<file path="config.mk">
export PLATFORM = sky130hd
export DESIGN_NAME = gem_link_ctrl
export DESIGN_NICKNAME = d
export VERILOG_FILES = /design/src/rtl/gem_link_pkg.sv /design/src/rtl/gem_frame_sep_gen.sv /design/src/rtl/gem_link_ctrl.sv
export SDC_FILE = /design/constraint.sdc
export NUM_CORES = 1
export LEC_CHECK = 0
export BUFFER_PORTS_ARGS = -buffer_cell sky130_fd_sc_hd__buf_2
export CAP_MARGIN = 20
export CORE_ASPECT_RATIO = 0.8
export CORE_MARGIN = 3
export CORE_UTILIZATION = 50
export DETAILED_ROUTE_END_ITERATION = 16
export GPL_ROUTABILITY_DRIVEN = 0
export GPL_TIMING_DRIVEN = 0
export PLACE_DENSITY = 0.74
export SETUP_SLACK_MARGIN = 0.05
export SYNTH_ARGS = -nofsm -noshare
export SYNTH_HDL_FRONTEND = slang
export SYNTH_HIERARCHICAL = 1
export SYNTH_SLANG_ARGS = --single-unit
export TNS_END_PERCENT = 30
</file>
<file path="constraint.sdc">
create_clock -name TRG_CLK80 -period 2.2 [get_ports TRG_CLK80]
set_input_delay 0.22 -clock TRG_CLK80 [delete_from_list [all_inputs] [get_ports TRG_CLK80]]
set_output_delay 0.22 -clock TRG_CLK80 [all_outputs]
set_load 0.02 [all_outputs]
</file>
<file path="src/rtl/gem_link_pkg.sv">
// Shared types and constants for the GEM trigger link controller.
package gem_link_pkg;

   typedef enum logic [1:0] {
      ST_IDLE = 2'd0,
      ST_SYNC = 2'd1,
      ST_DATA = 2'd2
   } link_state_e;

   localparam logic [7:0]  K_BC = 8'hBC;
   localparam logic [7:0]  K_F7 = 8'hF7;
   localparam logic [7:0]  K_FB = 8'hFB;
   localparam logic [7:0]  K_FD = 8'hFD;
   localparam logic [7:0]  K_FC = 8'hFC;
   localparam logic [7:0]  K_50 = 8'h50;

   localparam logic [15:0] COMMA_WORD    = 16'h50BC;
   localparam logic [3:0]  COMMA_CHARISK = 4'b0101;

   function automatic logic [7:0] sep_code(input logic [1:0] idx);
      case (idx)
         2'd0:    sep_code = K_BC;
         2'd1:    sep_code = K_F7;
         2'd2:    sep_code = K_FB;
         default: sep_code = K_FD;
      endcase
   endfunction

endpackage

</file>
<file path="src/rtl/gem_frame_sep_gen.sv">
// Frame separator generator: K-code sequence index, SEP_HOLD frame counter and separator mux.
// Build macro GEM_BC0_MARKER_EN: BC0 on a DATA boundary emits 50 and restarts the sequence at BC.
module gem_frame_sep_gen
   import gem_link_pkg::*;
#(
   parameter int SEP_HOLD = 2
) (
   input  logic       clk_sys,
   input  logic       rst_n,
   input  logic       data_now,
   input  logic       data_next,
   input  logic       boundary,
   input  logic       overflow,
   input  logic       bc0,
   output logic [7:0] frm_sep
);

   localparam logic [2:0] HOLD_LAST = 3'(SEP_HOLD - 1);

   logic [1:0] idx_q, idx_d;
   logic [2:0] hold_q, hold_d;
   logic       mark;

`ifdef GEM_BC0_MARKER_EN
   assign mark = data_now & boundary & bc0;
`else
   logic unused_bc0;
   assign unused_bc0 = bc0;
   assign mark       = 1'b0;
`endif

   always_comb begin
      idx_d  = idx_q;
      hold_d = hold_q;
      // the sequence only runs while staying in DATA; entry and exit both restart it at BC
      if (!data_now || !data_next || mark) begin
         idx_d  = '0;
         hold_d = '0;
      end else if (boundary) begin
         if (hold_q == HOLD_LAST) begin
            hold_d = '0;
            idx_d  = idx_q + 2'd1;
         end else begin
            hold_d = hold_q + 3'd1;
         end
      end
   end

   always_ff @(posedge clk_sys or negedge rst_n) begin
      if (!rst_n) begin
         idx_q  <= '0;
         hold_q <= '0;
      end else begin
         idx_q  <= idx_d;
         hold_q <= hold_d;
      end
   end

   always_comb begin
      frm_sep = sep_code(idx_q);
      if (mark) begin
         frm_sep = K_50;
      end else if (overflow) begin
         frm_sep = K_FC;
      end
   end

endmodule

</file>
<file path="src/rtl/gem_link_ctrl.sv">
// GEM trigger link controller: comma sync sequencing, separator K-codes, test-pattern and latency strobes.
// Build macro GEM_BC0_MARKER_EN enables the BC0 marker separator inside gem_frame_sep_gen.
//
// state | meaning
// IDLE  | transceiver not ready, sending commas
// SYNC  | sending SYNC_FRAMES complete comma frames
// DATA  | link up, payload with frame separators
module gem_link_ctrl
   import gem_link_pkg::*;
#(
   parameter int SYNC_FRAMES = 16,
   parameter int SEP_HOLD    = 2
) (
   input  logic       TRG_CLK80,
   input  logic       TRG_RST_N,
   input  logic       TX_READY,
   input  logic       RESYNC,
   input  logic       ENA_TEST_PAT,
   input  logic       GEM_OVERFLOW,
   input  logic       BC0,
   output logic       TX_WORD_SEL,
   output logic       TX_COMMA,
   output logic [7:0] FRM_SEP,
   output logic       TEST_PAT_ACTIVE,
   output logic       LINK_UP,
   output logic       LTNCY_TRIG
);

   localparam logic [7:0] SYNC_LAST = 8'(SYNC_FRAMES - 1);

   link_state_e state_q, state_d;
   logic        phase_q, phase_d;
   logic [7:0]  sync_cnt_q, sync_cnt_d;
   logic        resync_q, resync_d;
   logic        test_pat_q, test_pat_d;
   logic [7:0]  lat_q, lat_d;
   logic        trig_q, trig_d;
   logic        boundary;
   logic        data_now, data_next;

   assign boundary  = ~phase_q;
   assign data_now  = (state_q == ST_DATA);
   assign data_next = (state_d == ST_DATA);

   always_comb begin
      state_d    = state_q;
      sync_cnt_d = '0;
      resync_d   = 1'b0;
      phase_d    = ~phase_q;
      test_pat_d = boundary ? ENA_TEST_PAT : test_pat_q;
      lat_d      = data_now ? lat_q + 8'd1 : 8'd0;
      trig_d     = data_now && (lat_q == 8'd0);
      if (!TX_READY) begin
         state_d = ST_IDLE;
      end else begin
         case (state_q)
            ST_IDLE: begin
               if (boundary) state_d = ST_SYNC;
            end
            ST_SYNC: begin
               sync_cnt_d = sync_cnt_q;
               if (boundary) begin
                  if (sync_cnt_q == SYNC_LAST) begin
                     state_d    = ST_DATA;
                     sync_cnt_d = '0;
                  end else begin
                     sync_cnt_d = sync_cnt_q + 8'd1;
                  end
               end
            end
            ST_DATA: begin
               // a request seen mid-frame waits for the boundary so no frame is split
               if (boundary) begin
                  if (resync_q || RESYNC) state_d = ST_SYNC;
               end else begin
                  resync_d = resync_q | RESYNC;
               end
            end
            default: state_d = ST_IDLE;
         endcase
      end
   end

   always_ff @(posedge TRG_CLK80 or negedge TRG_RST_N) begin
      if (!TRG_RST_N) begin
         state_q    <= ST_IDLE;
         phase_q    <= 1'b1;
         sync_cnt_q <= '0;
         resync_q   <= 1'b0;
         test_pat_q <= 1'b0;
         lat_q      <= '0;
         trig_q     <= 1'b0;
      end else begin
         state_q    <= state_d;
         phase_q    <= phase_d;
         sync_cnt_q <= sync_cnt_d;
         resync_q   <= resync_d;
         test_pat_q <= test_pat_d;
         lat_q      <= lat_d;
         trig_q     <= trig_d;
      end
   end

   gem_frame_sep_gen #(
      .SEP_HOLD (SEP_HOLD)
   ) u_sep (
      .clk_sys   (TRG_CLK80),
      .rst_n     (TRG_RST_N),
      .data_now  (data_now),
      .data_next (data_next),
      .boundary  (boundary),
      .overflow  (GEM_OVERFLOW),
      .bc0       (BC0),
      .frm_sep   (FRM_SEP)
   );

   assign TX_WORD_SEL     = phase_q;
   assign TX_COMMA        = ~data_now;
   assign LINK_UP         = data_now;
   assign TEST_PAT_ACTIVE = test_pat_q;
   assign LTNCY_TRIG      = trig_q;

endmodule

</file>
==> results.py <==
metrics = {
    "synth": {
        "ys_types": 39,
        "synth_top_family_by_area": "simple AND/OR/NAND/NOR gates",
        "synth_cells": 142,
        "synth.largest_area_cell": "dfrtp_1",
        "ys_warn_count": 6,
        "synth_async_sr_flop_share": 1.00,
        "synth_area_um2": 1430,
        "synth-edff-count": 0,
        "synth_area_leaders": "dfrtp_1, ha_1, a21oi_1, mux2i_1, nand3_1",
        "syn_avg_cell_area_um2": 10.0,
        "yosys.area_share.simple": 0.248,
        "synthMuxAreaShare": 0.0430,
        "synth-compound-area-share": 0.104,
        "synthDominantCellAreaShare": 0.456,
        "synth_ff_type": "dfrtp_1",
        "synth_xor_area_frac": 0.0307,
        "yosys_register_bits": 27,
        "yosysSeqAreaShare": 0.475,
        "synth_adder_area_share": 0.0526,
    },
    "placement": {
        "place_area_um2": 1550,
        "dp_slack_ns": -0.118,
        "io_buffer_count": 15,
        "dp.cells": 195,
        "dp_hpwl_um": 1920,
    },
    "cells_and_area": {
        "finalNetCount": 178,
        "utilization": 0.623,
        "synthToLayoutAreaGrowth_pct": 12.8,
        "fillers": 226,
        "drive_gt1_frac": 0.195,
        "diodes": 0,
        "final_area_um2": 1610,
        "stdcell_count": 200,
        "register_area_um2": 677,
        "multi_input_area_um2": 712,
    },
    "hold_path": {
        "worstHoldPathCells": 2,
        "hp-class": "in -> reg",
        "holdPathEnd": "TEST_PAT_ACTIVE$_DFFE_PN0N_",
        "min_from": "ENA_TEST_PAT",
    },
    "drt": {
        "routed_wl_um": 2560,
        "drtPass1Iterations": 4,
        "remaining_drc_errors": 0,
        "vias": 1109,
        "postRouteAntennaNets": 0,
        "drt_iter0_markers": 36,
        "vias_per_cell": 5.55,
        "wl_per_cell_um": 12.8,
    },
    "cts": {
        "h-tree-depth": 1,
        "cts_buffers": 3,
        "cts.sinks": 27,
        "clockBufferDepth": 2,
        "cts_tree": "done",
        "clk_latency_ns": 0.31,
        "clk_pin_slew_worst_paths_ns": 0.13,
        "cts-root-buf": "clkbuf_4",
    },
    "sta": {
        "final.setup.worst_slack_ns": 0.152,
        "holdWs_ns": 0.133,
        "rsz0062_at_grt": "yes",
        "fin_skew_ns": 0.00584,
        "fmax_ghz": 0.488,
        "slew_viol_final": 0,
        "max-slew-margin-rel": 0.615,
        "period_share": 0.931,
        "setup_viol_count_final": 0,
        "hold_viol": 0,
        "tns_ns": 0,
        "post-route-min-period_ns": 2.05,
        "worst_slew_pin_slew_ns": 0.578,
    },
    "worst_setup_path": {
        "r2r_cells": 5,
        "cp.required_ns": 2.45,
        "crit_buf_inv": 0,
        "crit_top_cell": "or4_4",
        "crit_path_end_kind": "flip-flop",
        "slowest_stage": "or4_4",
        "worstPathArrival_ns": 2.30,
        "slowest_delay_ns": 0.56,
        "rrSetupSlack_ns": 0.15,
        "reg2reg_to": "u_sep/hold_q[2]$_DFFE_PN0P_",
        "r2r_start": "sync_cnt_q[4]$_DFFE_PN0P_",
        "crit_family": "simple AND/OR/NAND/NOR gates",
        "critPathMaxFanout": 7,
        "path_cells": "or4_4 > or4_4 > a21oi_4 > nand3_1 > mux2i_1",
        "start_kind": "flip-flop",
        "crit_type": "reg -> reg",
    },
    "floorplanning": {
        "die_w_um": 65.7,
        "die_h_um": 53.8,
        "io_pins": 20,
        "core_um2": 2580,
        "die_area_um2": 3530,
        "start_util": 0.552,
        "num_rows": 16,
    },
    "power": {
        "p_leak_nw": 0.678,
        "p_clk_frac": 0.267,
        "intPower_mw": 0.588,
        "pwr-share-seq": 0.668,
        "p_sw_frac": 0.221,
        "fin_total_pwr_mw": 0.755,
        "p_switching_mw": 0.167,
        "ir_worst_vdd_mv": 0.507,
        "combPwrFrac": 0.065,
        "power_density_nw_per_um2": 469,
    },
    "grt": {
        "grt_antenna_before_repair": 0,
        "grt_max_degree": 28,
        "grtUsageTotal": 0.161,
        "grt.overflow.total": 0,
        "grt_pass1_vias": 1008,
        "grt_first_pass_wirelength_um": 4400,
    },
    "job": {
        "maxCapViolations": 0,
    },
    "status": {
        "run_status": "finished, final reports clean",
    },
}
==> placed cells by master, fill, tap and decap left out, types with 4 or more instances in the layout <==
| cell | count |
|---|---|
| dfrtp_1 | 26 |
| ha_1 | 6 |
| nor4_1 | 4 |
| o21ai_0 | 6 |
| nand2_1 | 8 |
| or3_1 | 4 |
| mux2i_1 | 5 |
| buf_2 | 15 |
| nor2_1 | 10 |
| inv_1 | 8 |
| a21oi_1 | 9 |
| nand3_1 | 10 |
==> logic make-up after synthesis <==
family / count (synthesis)
buffers and inverters: 14
multiplexers: 6
other: 1
AND/OR/NAND/NOR: 59
flip-flops: 27
AO/OA/AOI/OAI: 24
XOR/XNOR: 5
adder cells (fa/ha/maj): 6
==> power by group through the flow <==
stage / clock (mW) / sequential, mW / combinational, mW
floorplan: 0 / 0.513 / 0.0260
global placement: 0 / 0.512 / 0.0469
detailed placement: 0 / 0.513 / 0.0481
CTS: 0.217 / 0.504 / 0.0502
global route: 0.237 / 0.505 / 0.0544
finish: 0.202 / 0.504 / 0.0491
==> how the worst max path moves through the flow <==
stage / end / cells after the start / from / slack, ns
global route: u_sep/hold_q[2]$_DFFE_PN0P_ / 5 / sync_cnt_q[4]$_DFFE_PN0P_ / 0.02
global placement: u_sep/idx_q[1]$_DFFE_PN0P_ / 5 / sync_cnt_q[5]$_DFFE_PN0P_ / -0.07
floorplan: u_sep/hold_q[2]$_DFFE_PN0P_ / 5 / sync_cnt_q[5]$_DFFE_PN0P_ / 0.1
detailed placement: u_sep/hold_q[1]$_DFFE_PN0P_ / 5 / sync_cnt_q[5]$_DFFE_PN0P_ / -0.12
finish: u_sep/hold_q[2]$_DFFE_PN0P_ / 5 / sync_cnt_q[4]$_DFFE_PN0P_ / 0.15
CTS: u_sep/hold_q[2]$_DFFE_PN0P_ / 5 / sync_cnt_q[5]$_DFFE_PN0P_ / 0.09
==> flip-flops by register name, indices dropped and copies added (netlist names) <==
register,cells
LTNCY_TRIG,1
u_sep/hold_q,3
u_sep/idx_q,2
resync_q,1
TX_WORD_SEL,1
sync_cnt_q,8
lat_q,8
state_q,2
TEST_PAT_ACTIVE,1
==> layout make-up <==
cell class / instances / share of cell area
inverter: 9 / 0.0210
timing repair buffer: 16 / 0.0529
tap: 36 / 0.0280
multi-input combinational: 103 / 0.442
buffer: 5 / 0.0187
sequential: 27 / 0.421
clock buffer: 4 / 0.0163
==> cells in the mapped netlist (2+ instances only) <==
| cell | count |
|---|---|
| ha_1 | 6 |
| nand3b_1 | 2 |
| nand3_1 | 10 |
| or4_4 | 2 |
| dfrtp_1 | 26 |
| nor2b_1 | 3 |
| mux2i_1 | 5 |
| o21ai_0 | 6 |
| nor4b_1 | 2 |
| nand4_1 | 2 |
| or3_1 | 4 |
| buf_4 | 3 |
| xor2_1 | 2 |
| inv_1 | 8 |
| nand2b_1 | 3 |
| clkbuf_1 | 2 |
| xnor2_1 | 3 |
| nand2_1 | 8 |
| nor2_1 | 10 |
| o31ai_1 | 3 |
| o21a_1 | 2 |
| a21oi_1 | 10 |
| nor4_1 | 4 |
==> routing by layer <==
| layer | track usage | share of wire | routed length [um] |
|---|---|---|---|
| met2 | 0.276 | 0.46 | 1190 |
| met1 | 0.215 | 0.48 | 1240 |
| met5 | 0 | 0 | 0 |
| met4 | 0.0207 | 0.0031 | 8 |
| met3 | 0.0397 | 0.050 | 127 |
==> what timing repair did <==
item,CTS,global route
pin swaps,0,2
resized for setup,3,1
hold buffers,1,0
endpoints found under the hold margin,26,0
setup buffers,0,0
endpoints found under the setup margin,6,6
(Power assumes the default switching activity.)
